==> config.mk <==
export PLATFORM = sky130hd
export DESIGN_NAME = cpu5_lsu
export DESIGN_NICKNAME = d
export VERILOG_FILES = /design/src/rtl/cpu5_lsu.sv
export SDC_FILE = /design/constraint.sdc
export NUM_CORES = 1
export LEC_CHECK = 0
export ABC_AREA = 1
export CORE_MARGIN = 2
export CORE_UTILIZATION = 46
export DETAILED_ROUTE_END_ITERATION = 10
export GPL_TIMING_DRIVEN = 0
export PLACE_DENSITY_LB_ADDON = 0.08
export SLEW_MARGIN = 20
export SYNTH_ARGS = -nofsm -noshare
export SYNTH_HDL_FRONTEND = slang
export SYNTH_SLANG_ARGS = --single-unit
==> constraint.sdc <==
create_clock -name clk -period 3.9 [get_ports clk]
set_input_delay 0.585 -clock clk [delete_from_list [all_inputs] [get_ports clk]]
set_output_delay 0.585 -clock clk [all_outputs]
set_load 0.005 [all_outputs]
==> src/rtl/cpu5_lsu.sv <==
// cpu5_lsu: load/store unit. Sized, strobed valid/ready bus accesses with sign/zero-extended loads.
// Optional macro CPU5_LSU_MISALIGN_CHECK_EN enables misaligned-access detection. Revision 1.0
`default_nettype none

module cpu5_lsu #(
  parameter int XLEN = 32
) (
  input  logic            clk,
  input  logic            reset,
  input  logic            lsu_req,
  input  logic            lsu_we,
  input  logic [1:0]      lsu_size,
  input  logic            lsu_unsigned,
  input  logic [XLEN-1:0] lsu_addr,
  input  logic [XLEN-1:0] lsu_wdata,
  output logic            lsu_stall,
  output logic            lsu_done,
  output logic [XLEN-1:0] lsu_rdata,
  output logic            lsu_misalign,
  output logic            mem_valid,
  input  logic            mem_ready,
  output logic            mem_we,
  output logic [XLEN-1:0] mem_addr,
  output logic [XLEN-1:0] mem_wdata,
  output logic [3:0]      mem_wstrb,
  input  logic [XLEN-1:0] mem_rdata
);

  typedef enum logic [1:0] {
    S_IDLE = 2'd0,
    S_BUS  = 2'd1,
    S_RESP = 2'd2
  } state_t;

  state_t          state;
  logic [1:0]      size_q;
  logic            unsigned_q;
  logic [1:0]      off_q;

  logic            misalign_req;
  logic [3:0]      wstrb_n;
  logic [XLEN-1:0] wdata_n;
  logic [1:0]      off_n;
  logic [7:0]      rd_byte;
  logic [15:0]     rd_half;
  logic [XLEN-1:0] load_ext;

`ifdef CPU5_LSU_MISALIGN_CHECK_EN
  assign misalign_req = ((lsu_size == 2'b01) & lsu_addr[0]) |
                        (lsu_size[1] & (lsu_addr[1:0] != 2'b00));
`else
  assign misalign_req = 1'b0;
`endif

  assign lsu_stall = lsu_req & (state != S_RESP);

  // Offsets drop the low bits a half/word cannot use, which also realigns
  // unchecked misaligned accesses.
  always_comb begin
    wstrb_n = 4'b1111;
    wdata_n = lsu_wdata;
    off_n   = 2'b00;
    case (lsu_size)
      2'b00: begin
        wstrb_n = 4'b0001 << lsu_addr[1:0];
        wdata_n = {4{lsu_wdata[7:0]}};
        off_n   = lsu_addr[1:0];
      end
      2'b01: begin
        wstrb_n = lsu_addr[1] ? 4'b1100 : 4'b0011;
        wdata_n = {2{lsu_wdata[15:0]}};
        off_n   = {lsu_addr[1], 1'b0};
      end
      default: ;
    endcase
    if (!lsu_we) wstrb_n = 4'b0000;
  end

  always_comb begin
    rd_byte = mem_rdata[7:0];
    case (off_q)
      2'd1:    rd_byte = mem_rdata[15:8];
      2'd2:    rd_byte = mem_rdata[23:16];
      2'd3:    rd_byte = mem_rdata[31:24];
      default: rd_byte = mem_rdata[7:0];
    endcase
    rd_half = off_q[1] ? mem_rdata[31:16] : mem_rdata[15:0];
    case (size_q)
      2'b00:   load_ext = {{(XLEN-8){~unsigned_q & rd_byte[7]}}, rd_byte};
      2'b01:   load_ext = {{(XLEN-16){~unsigned_q & rd_half[15]}}, rd_half};
      default: load_ext = mem_rdata;
    endcase
  end

  always_ff @(posedge clk) begin
    if (reset) begin
      state        <= S_IDLE;
      mem_valid    <= 1'b0;
      mem_we       <= 1'b0;
      mem_addr     <= '0;
      mem_wdata    <= '0;
      mem_wstrb    <= 4'b0000;
      lsu_done     <= 1'b0;
      lsu_rdata    <= '0;
      lsu_misalign <= 1'b0;
      size_q       <= 2'b00;
      unsigned_q   <= 1'b0;
      off_q        <= 2'b00;
    end else begin
      case (state)
        S_IDLE: begin
          if (lsu_req) begin
            if (misalign_req) begin
              lsu_done     <= 1'b1;
              lsu_misalign <= 1'b1;
              state        <= S_RESP;
            end else begin
              mem_valid  <= 1'b1;
              mem_we     <= lsu_we;
              mem_addr   <= {lsu_addr[XLEN-1:2], 2'b00};
              mem_wdata  <= wdata_n;
              mem_wstrb  <= wstrb_n;
              size_q     <= lsu_size;
              unsigned_q <= lsu_unsigned;
              off_q      <= off_n;
              state      <= S_BUS;
            end
          end
        end
        S_BUS: begin
          if (mem_ready) begin
            mem_valid <= 1'b0;
            lsu_done  <= 1'b1;
            lsu_rdata <= mem_we ? '0 : load_ext;
            state     <= S_RESP;
          end
        end
        S_RESP: begin
          lsu_done     <= 1'b0;
          lsu_rdata    <= '0;
          lsu_misalign <= 1'b0;
          state        <= S_IDLE;
        end
        default: state <= S_IDLE;
      endcase
    end
  end

endmodule

`default_nettype wire
==> metrics.txt, run 1 <==
status finished clean; count of input and output buffers 203; CP Launch Type input pin; Finish-stage setup viols 0; Tcrit/Tclk final 0.600; top cell type's share of synthesized area 0.439; Post-CTS Setup Bufs 0; Die ar. 11600 sq um; Leakage 2.94 nW; initial antenna violation count 0; Post-Syn Instances 697; Avg WL per Cell 16.0 um; RSZ-0062 raised after global routing false; most frequent cell after synthesis nand2_1; NumNets Final 1017; R2R cell count 7; f_max 427 MHz; DRT antenna net count 0; PD cells 354 nW/um^2; Setup crit end kind output pin; hold_sp lsu_rdata[6]$_SDFFE_PP0P_; H-Tree Depth 3; max cap viols 0; Layout area overhead 48.8%; Sink Count 108; Pins Over Slew Limit 0; CTS tree done; I/O pin total 209; aggregate global-route resource usage 0.292; gr ovfl total 0; number of fill cells in the layout 884; Synth cell types 32; Tightest Pin Transition 618 ps; Data required, critical path 3310 ps; clk_lat worst skew 380 ps; Worst R2R Setup Slack 2250 ps; Layout Skew 11.7 ps; Hold WC Path Type register to register; critical path class input pin to output pin; worst path arrival time 1760 ps; Worst VDD drop 0.253 mV; Num CTS Buffers 9; number of DRC markers in iteration 0 259; first-pass GRT wire length 26400 um; placed insts 1038; cell taking the most area after synthesis dfxtp_1; Clk pin slew, worst setup/hold paths 100 ps; Fin. Hold Viols 0; Rel. slew slack 0.588; ranking of synthesized cells by area dfxtp_1, a21oi_1, nand2_1, o21ai_0, nor2_1; vias in the first global route 5456; PostCTS Resize Cnt 0; DP HPWL 13000 um; maximum buffer depth of the clock tree 2; Async SR Flop Fraction 0; Initial Utilization 0.475; final WL 16900 um; Die Wd 107 um; setup TNS 0 ps; Die Ht 107 um; CTS Root Cell clkbuf_8; GPL Wtd Cong 0.962; Commonest cells post-synth nand2_1, nor2_1, dfxtp_1; reg2reg end mem_addr[29]$_SDFFE_PP0P_; Synth warnings 0; FF-to-FF Start state[0]$_SDFFE_PP0P_; Mapped Area 4930 sq um; # hold bufs at CTS 0; post-route insts no fill 1054; layout cells sized above 1 0.0741; Crit. Startpoint lsu_req; CP Max Fanout 2; sequential area share after synthesis 0.439; Tmin final 2340 ps; Top FF cell, synth dfxtp_1; #FFs+latches synth 108; Post-Syn Area per Cell 7.07 sq um; std cell rows 37; Residual DRC 0; Core ar. 10400 sq um; antenna cells 0; worst setup path endpoint lsu_stall; largest net degree at the start of global routing 18; number of flops mapped to enable cells by yosys 0; Vias 5535; first drt pass iteration count 6; drt via density 5.25
how the worst min path moves through the flow:
stage	slack, ps	endpoint	depth (start not counted)
finish	470	lsu_rdata[6]$_SDFFE_PP0P_	2
CTS	470	lsu_rdata[7]$_SDFFE_PP0P_	2
global route	500	lsu_rdata[7]$_SDFFE_PP0P_	2
detailed placement	460	lsu_rdata[7]$_SDFFE_PP0P_	2
global placement	450	lsu_rdata[3]$_SDFFE_PP0P_	2
floorplan	460	mem_valid$_SDFFE_PP0P_	2
critical path, cell delays in order:
cell	delay, ps
clkdlybuf4s50_1	490
inv_1	50
nor2_1	110
clkdlybuf4s50_1	520
placed cells by master (no fill, tap or decap), drive strengths merged:
cell type and instances:
a211oi 8, a21oi 111, a31oi 1, a32oi 2, buf 19, clkbuf 42
clkdlybuf4s50 203, clkinv 5, conb 3, dfxtp 108, inv 56, nand2 130
nand3 15, nor2 110, o21ai 85, o21bai 1, o22ai 18, or2 1
where the power goes:
group	total [mW]	switching [mW]	internal [mW]
combinational	0.683	0.339	0.344
sequential	1.23	0.0427	1.18
clock	0.682	0.393	0.289
total	2.59	0.775	1.82
cell families (layout without fill, tap and decap cells):
logic type	Yosys count	after routing	synth area share
buffers and inverters	106	325	0.0968
other	1	3	0.000761
AO/OA/AOI/OAI	226	226	0.250
flip-flops	108	108	0.439
AND/OR/NAND/NOR	256	256	0.213
flip-flops by register name, summed over array words and instances (netlist names):
name / count
off_q: 2
mem_addr: 30
lsu_done: 1
state: 2
mem_wdata: 32
mem_we: 1
size_q: 2
lsu_rdata: 32
unsigned_q: 1
mem_valid: 1
mem_wstrb: 4
layer usage:
metal / GRT usage / up-vias / routed length [um]
met3: 0.0811 / 46 / 1550
met1: 0.336 / 2526 / 6530
met5: 0 / - / 0
met2: 0.496 / 256 / 8180
met4: 0.140 / 0 / 612
li1: - / 2707 / -
through the flow:
stage,util,hold WS [ps],area (sq um),power (mW),setup WS (ps)
final,0.707,468,7330,2.59,1560
after global routing,0.707,501,7330,2.72,1540
after CTS,0.707,472,7330,2.60,1580
after detailed placement,0.688,457,7140,1.93,1570
after global placement,0.688,453,7140,1.91,1610
after floorplan,-,456,4930,1.57,2260
final cells by class:
| type | instances | area [sq um] | share of cell area |
|---|---|---|---|
| well taps | 136 | 170 | 0.0232 |
| inverters | 57 | 226 | 0.0309 |
| repair buffers | 203 | 2030 | 0.277 |
| clock inverters | 4 | 31.3 | 0.00427 |
| clock buffers | 12 | 165 | 0.0225 |
| plain buffers | 49 | 250 | 0.0341 |
| multi-input cells | 485 | 2290 | 0.313 |
| flip-flops and latches | 108 | 2160 | 0.295 |
Note: power is estimated with default switching activity, not from simulation.
==> run 2, diff against run 1 <==
--- a/config.mk
+++ b/config.mk
@@ -7,7 +7,7 @@
 export LEC_CHECK = 0
 export ABC_AREA = 1
 export CORE_MARGIN = 2
-export CORE_UTILIZATION = 46
+export CORE_UTILIZATION = 39
 export DETAILED_ROUTE_END_ITERATION = 10
 export GPL_TIMING_DRIVEN = 0
 export PLACE_DENSITY_LB_ADDON = 0.08
==> constraint.sdc (replaced) <==
create_clock -name clk -period 1.9 [get_ports clk]
set_input_delay 0.285 -clock clk [delete_from_list [all_inputs] [get_ports clk]]
set_output_delay 0.285 -clock clk [all_outputs]
set_load 0.005 [all_outputs]
==> run 2 against run 1 <==
- die area rose by 17%
- utilization fell by 11 points
- via count barely moved
- final cell count rose by 3.4%
- non-clock buffer count did not move
- highest routed layer unchanged
- clock skew fell by 2.8 ps
- combinational power rose by 100%
- total power rose by 120%
- final area rose by 1.6%
- sequential share of layout area fell by 0.47 points
- count of clock-buffer cells in the layout did not move
- critical path depth did not move
==> metrics.txt, run 2 (same netlist as run 1, synthesis figures left out) <==
status finished clean (unchanged); DRT antenna net count 0 (unchanged); Sink Count 108 (unchanged); Rel. slew slack 0.608 (was 0.588); Regs by FF count lsu_rdata (32), mem_wdata (32), mem_addr (30) (unchanged); setup TNS 0 ps (unchanged); GPL Wtd Cong 0.922 (was 0.962); Critical Path Max Stage Delay 510 ps (was 520 ps); Hold WC Path Type input pin to register (was register to register); RSZ-0062 raised after global routing false (unchanged); placed cell area 7180 sq um (was 7140 sq um); gr ovfl total 0 (unchanged); Layout Skew 8.85 ps (was 11.7 ps); H-Tree Depth 3 (unchanged); Core ar. 12500 sq um (was 10400 sq um); most frequent cells in the layout clkdlybuf4s50_1, nand2_1, nor2_1 (unchanged); Tcrit/Tclk final 0.897; critical path class input pin to output pin (unchanged); Final Cell Area 7450 sq um (was 7330 sq um); CP Max Fanout 2 (unchanged); antenna cells 0 (unchanged); first-pass GRT wire length 25400 um (was 26400 um); Num CTS Buffers 9 (unchanged); Crit. Startpoint lsu_req (unchanged); NumNets Final 1017 (unchanged); I/O pin total 209 (unchanged); aggregate global-route resource usage 0.243 (was 0.292); worst-path cell chain clkdlybuf4s50_1 > inv_1 > nor2_1 > clkdlybuf4s50_1 (unchanged); Finish-stage setup viols 0 (unchanged); layout cells sized above 1 0.0719 (was 0.0741); FF-to-FF Start state[0]$_SDFFE_PP0P_ (unchanged); pre-CTS WS -146 ps (was 1570 ps); CP Launch Type input pin (unchanged); Die Ht 116 um (was 107 um); Initial Utilization 0.395 (was 0.475); initial antenna violation count 0 (unchanged); std cell rows 41 (was 37); Die Wd 116 um (was 107 um); maximum buffer depth of the clock tree 2 (unchanged); Setup crit end kind output pin (unchanged); vias in the first global route 5244 (was 5456); largest net degree at the start of global routing 17 (was 18); worst setup path endpoint lsu_stall (unchanged); drt via density 5.08 (was 5.25); Worst VDD drop 0.389 mV (was 0.253 mV); commonest non-fill, non-tap cell in the layout clkdlybuf4s50_1 (unchanged); Data required, critical path 1620 ps (was 3310 ps); Vias 5537 (was 5535); reg2reg end mem_wdata[22]$_SDFFE_PP0P_ (was mem_addr[29]$_SDFFE_PP0P_); post-route setup slack 196 ps (was 1560 ps); max cap viols 0 (unchanged); CTS Root Cell clkbuf_16 (was clkbuf_8); Die ar. 13500 sq um (was 11600 sq um); Tightest Pin Transition 588 ps (was 618 ps); PostCTS Resize Cnt 0 (unchanged); Post-CTS Setup Bufs 0 (unchanged); number of DRC markers in iteration 0 337 (was 259); DP HPWL 13200 um (was 13000 um); Pins Over Slew Limit 0 (unchanged); final WL 17100 um (was 16900 um); CP dominant cell by count clkdlybuf4s50_1 (unchanged); # hold bufs at CTS 0 (unchanged); f_max 587 MHz; clk_lat worst skew 350 ps (was 380 ps); Avg WL per Cell 15.7 um (was 16.0 um); first drt pass iteration count 5 (was 6); R2R cell count 6 (was 7); Tmin final 1700 ps; Hold WS 352 ps (was 468 ps); worst path arrival time 1420 ps (was 1760 ps); PD cells 762 nW/um^2 (was 354 nW/um^2); slowest library cell on the worst path clkdlybuf4s50_1 (unchanged); Layout area overhead 51.3% (was 48.8%); CTS tree done (unchanged); count of input and output buffers 203 (unchanged); Residual DRC 0 (unchanged); Leakage 2.97 nW (was 2.94 nW); Clk pin slew, worst setup/hold paths 70 ps (was 100 ps); Worst R2R Setup Slack 250 ps (was 2250 ps); Fin. Hold Viols 0 (unchanged)
## run 2: layout make-up
class / instances / area (sq um)
multi-input cells: 485 / 2290
plain buffers: 49 / 250
repair buffers: 203 / 2030
flip-flops and latches: 108 / 2160
well taps: 172 / 215
inverters: 57 / 226
clock buffers: 12 / 246
fillers: 1191 / 5010
clock inverters: 4 / 23.8
## run 2: stage by stage
| stage | total power [mW] | instances | util |
|---|---|---|---|
| 6_report | 5.68 | 1090 | 0.598 |
| 2_1_floorplan | 3.22 | 699 | - |
| 3_5_place_dp | 3.96 | 1074 | 0.576 |
| 5_1_grt | 5.94 | 1090 | 0.598 |
| 3_3_place_gp | 3.93 | 1074 | 0.576 |
| 4_1_cts | 5.72 | 1090 | 0.598 |
## run 2: worst max-delay path, delay by kind of cell
kind | cells | cell delay [ps]
AND/OR/NAND/NOR | 1 | 100
buffers and inverters | 3 | 1040
## run 2: power by group
group / switching, mW / internal [mW]
registers: 0.0866 / 2.43
clock network: 0.830 / 0.925
logic: 0.699 / 0.706
total: 1.62 / 4.06
## run 2: layer usage
layer  part of all wire  track usage  up-vias
met5                  0            0        -
met4              0.035        0.113        0
li1                   -            -     2716
met2               0.47        0.411      268
met1               0.40        0.273     2508
met3              0.097       0.0882       45
## run 2: how the worst min path moves through the flow
stage | start | endpoint | slack, ps | cells past startpoint
after floorplan | lsu_wdata[15] | mem_wdata[15]$_SDFFE_PP0P_ | 430 | 2
after detailed placement | lsu_rdata[19]$_SDFFE_PP0P_ | lsu_rdata[19]$_SDFFE_PP0P_ | 460 | 2
after global routing | lsu_size[1] | mem_wdata[29]$_SDFFE_PP0P_ | 360 | 3
after CTS | lsu_size[1] | mem_wdata[25]$_SDFFE_PP0P_ | 340 | 3
final | lsu_size[1] | mem_wdata[25]$_SDFFE_PP0P_ | 350 | 3
after global placement | lsu_rdata[10]$_SDFFE_PP0P_ | lsu_rdata[10]$_SDFFE_PP0P_ | 460 | 2
==> run 3, diff against run 2 <==
--- a/config.mk
+++ b/config.mk
@@ -6,8 +6,9 @@
 export NUM_CORES = 1
 export LEC_CHECK = 0
 export ABC_AREA = 1
+export CAP_MARGIN = 20
 export CORE_MARGIN = 2
-export CORE_UTILIZATION = 39
+export CORE_UTILIZATION = 43
 export DETAILED_ROUTE_END_ITERATION = 10
 export GPL_TIMING_DRIVEN = 0
 export PLACE_DENSITY_LB_ADDON = 0.08
==> constraint.sdc (replaced) <==
create_clock -name clk -period 1.7 [get_ports clk]
set_input_delay 0.255 -clock clk [delete_from_list [all_inputs] [get_ports clk]]
set_output_delay 0.255 -clock clk [all_outputs]
set_load 0.005 [all_outputs]
==> run 3 against run 2 <==
- final cell count down 2.8%
- total power grew 14%
- utilization rose by 6.0 points
- combinational power grew 13%
- via count rose by 0.54%
- global-route usage increased by 3.3 points
- clock power grew 19%
- register-to-register slack worse by 150 ps
- die area decreased by 9.0%
- sequential share of layout area about the same
- critical path type is now register to register
- largest cell class unchanged
- highest routed layer unchanged
==> metrics.txt, run 3 (same netlist as run 1, synthesis figures left out) <==
Crit. Startpoint state[0]$_SDFFE_PP0P_ (was lsu_req); Worst VDD drop 0.539 mV (was 0.389 mV); Hold WC Path Type input pin to register (unchanged); # hold bufs at CTS 0 (unchanged); commonest non-fill, non-tap cell in the layout clkdlybuf4s50_1 (unchanged); Leakage 2.99 nW (was 2.97 nW); Die ar. 12300 sq um (was 13500 sq um); worst path arrival time 1890 ps (was 1420 ps); vias in the first global route 5419 (was 5244); std cell rows 39 (was 41); Tmin final 1600 ps; number of fill cells in the layout 1044 (was 1191); Fin. Hold Viols 0 (unchanged); number of DRC markers in iteration 0 386 (was 337); antenna cells 0 (unchanged); Layout Skew 8.91 ps (was 8.85 ps); GPL Wtd Cong 0.903 (was 0.922); initial antenna violation count 0 (unchanged); Clk pin slew, worst setup/hold paths 70 ps (about the same); Initial Utilization 0.435 (was 0.395); Final Cell Area 7440 sq um (was 7450 sq um); Rel. slew slack 0.556 (was 0.608); most frequent cells in the layout clkdlybuf4s50_1, nand2_1, nor2_1 (unchanged); worst hold path depth 3 (unchanged); RSZ-0062 raised after global routing false (unchanged); count of input and output buffers 203 (unchanged); layout cells sized above 1 0.0774 (was 0.0719); Data required, critical path 1980 ps (was 1620 ps); CP Launch Type register (was input pin); Sink Count 108 (unchanged); max cap viols 0 (unchanged); PostCTS Resize Cnt 0 (unchanged); H-Tree Depth 3 (unchanged); Design Power 6.48 mW (was 5.68 mW); Residual DRC 0 (unchanged); Die Ht 111 um (was 116 um); Post-CTS Setup Bufs 0 (unchanged); Multi-input gate area 2300 sq um (was 2290 sq um); Setup crit end kind register (was output pin); f_max 624 MHz; DRT antenna net count 0 (unchanged); R2R cell count 7 (was 6); Vias 5567 (was 5537); final WL 17300 um (was 17100 um); Core ar. 11300 sq um (was 12500 sq um); aggregate global-route resource usage 0.276 (was 0.243); Avg WL per Cell 16.3 um (was 15.7 um); critical path class register to register (was input pin to output pin); hold_sp lsu_size[1] (unchanged); I/O pin total 209 (unchanged); Die Wd 111 um (was 116 um); PD cells 871 nW/um^2 (was 762 nW/um^2); Layout area overhead 51.1% (was 51.3%); clk_lat worst skew 350 ps (about the same); Tightest Pin Transition 667 ps (was 588 ps); NumNets Final 1017 (unchanged); Finish-stage setup viols 0 (unchanged); drt via density 5.25 (was 5.08); CTS Root Cell clkbuf_16 (unchanged); maximum buffer depth of the clock tree 2 (unchanged); CP Max Fanout 10 (was 2); placed cell area 7140 sq um (was 7180 sq um); Tcrit/Tclk final 0.943; FF-to-FF Start state[0]$_SDFFE_PP0P_ (unchanged); CTS tree done (unchanged); largest net degree at the start of global routing 18 (was 17); first-pass GRT wire length 27200 um (was 25400 um); first drt pass iteration count 5 (unchanged); Regs by FF count lsu_rdata (32), mem_wdata (32), mem_addr (30) (unchanged); register area 2160 sq um (unchanged); Num CTS Buffers 9 (unchanged); gr ovfl total 0 (unchanged); status finished clean (unchanged); DP HPWL 13300 um (was 13200 um); Pins Over Slew Limit 0 (unchanged)
[run 3: final timing paths]
check / slack (ps) / endpoint
min reg2reg: 470 / lsu_rdata[9]$_SDFFE_PP0P_
min: 320 / mem_wdata[30]$_SDFFE_PP0P_
max: 100 / mem_addr[29]$_SDFFE_PP0P_
max reg2reg: 100 / mem_addr[29]$_SDFFE_PP0P_
[run 3: final cells by class]
cell class                 count  share of cell area
multi-input combinational    485               0.309
sequential                   108               0.290
timing repair buffer         203               0.273
buffer                        49              0.0341
inverter                      57              0.0304
clock buffer                   9              0.0303
tap                          143              0.0240
clock inverter                 6             0.00874
[run 3: stage by stage]
| stage | TNS (ps) | hold WS [ps] | utilization | worst slack (ps) | std cells |
|---|---|---|---|---|---|
| after CTS | 0 | 311 | 0.657 | 2.28 | 1060 |
| after global routing | 0 | 345 | 0.657 | 0.494 | 1060 |
| after detailed placement | -18630 | 457 | 0.631 | -316 | 1045 |
| after floorplan | 0 | 398 | - | 358 | 699 |
| after global placement | -16210 | 452 | 0.631 | -291 | 1045 |
| final | 0 | 320 | 0.657 | 96.9 | 1060 |
[run 3: power breakdown]
part | switching, mW | total, mW | internal [mW]
sequential | 0.0993 | 2.82 | 2.72
combinational | 0.789 | 1.58 | 0.790
clock | 0.949 | 2.09 | 1.14
[run 3: layer usage]
layer  track usage  vias up  routed length (um)
met4         0.120        0                 529
met5             0        -                   0
met1         0.315     2529                6670
met3        0.0771       46                1620
met2         0.484      276                8510
li1              -     2716                   -
[run 3: critical path, cell delays in order, from the launching register on]
cell and delay (ps):
dfxtp_1 340, nor2_1 130, nand2_2 200, inv_2 180, buf_2 240, buf_2 270
nor2_1 70, nor2_1 120
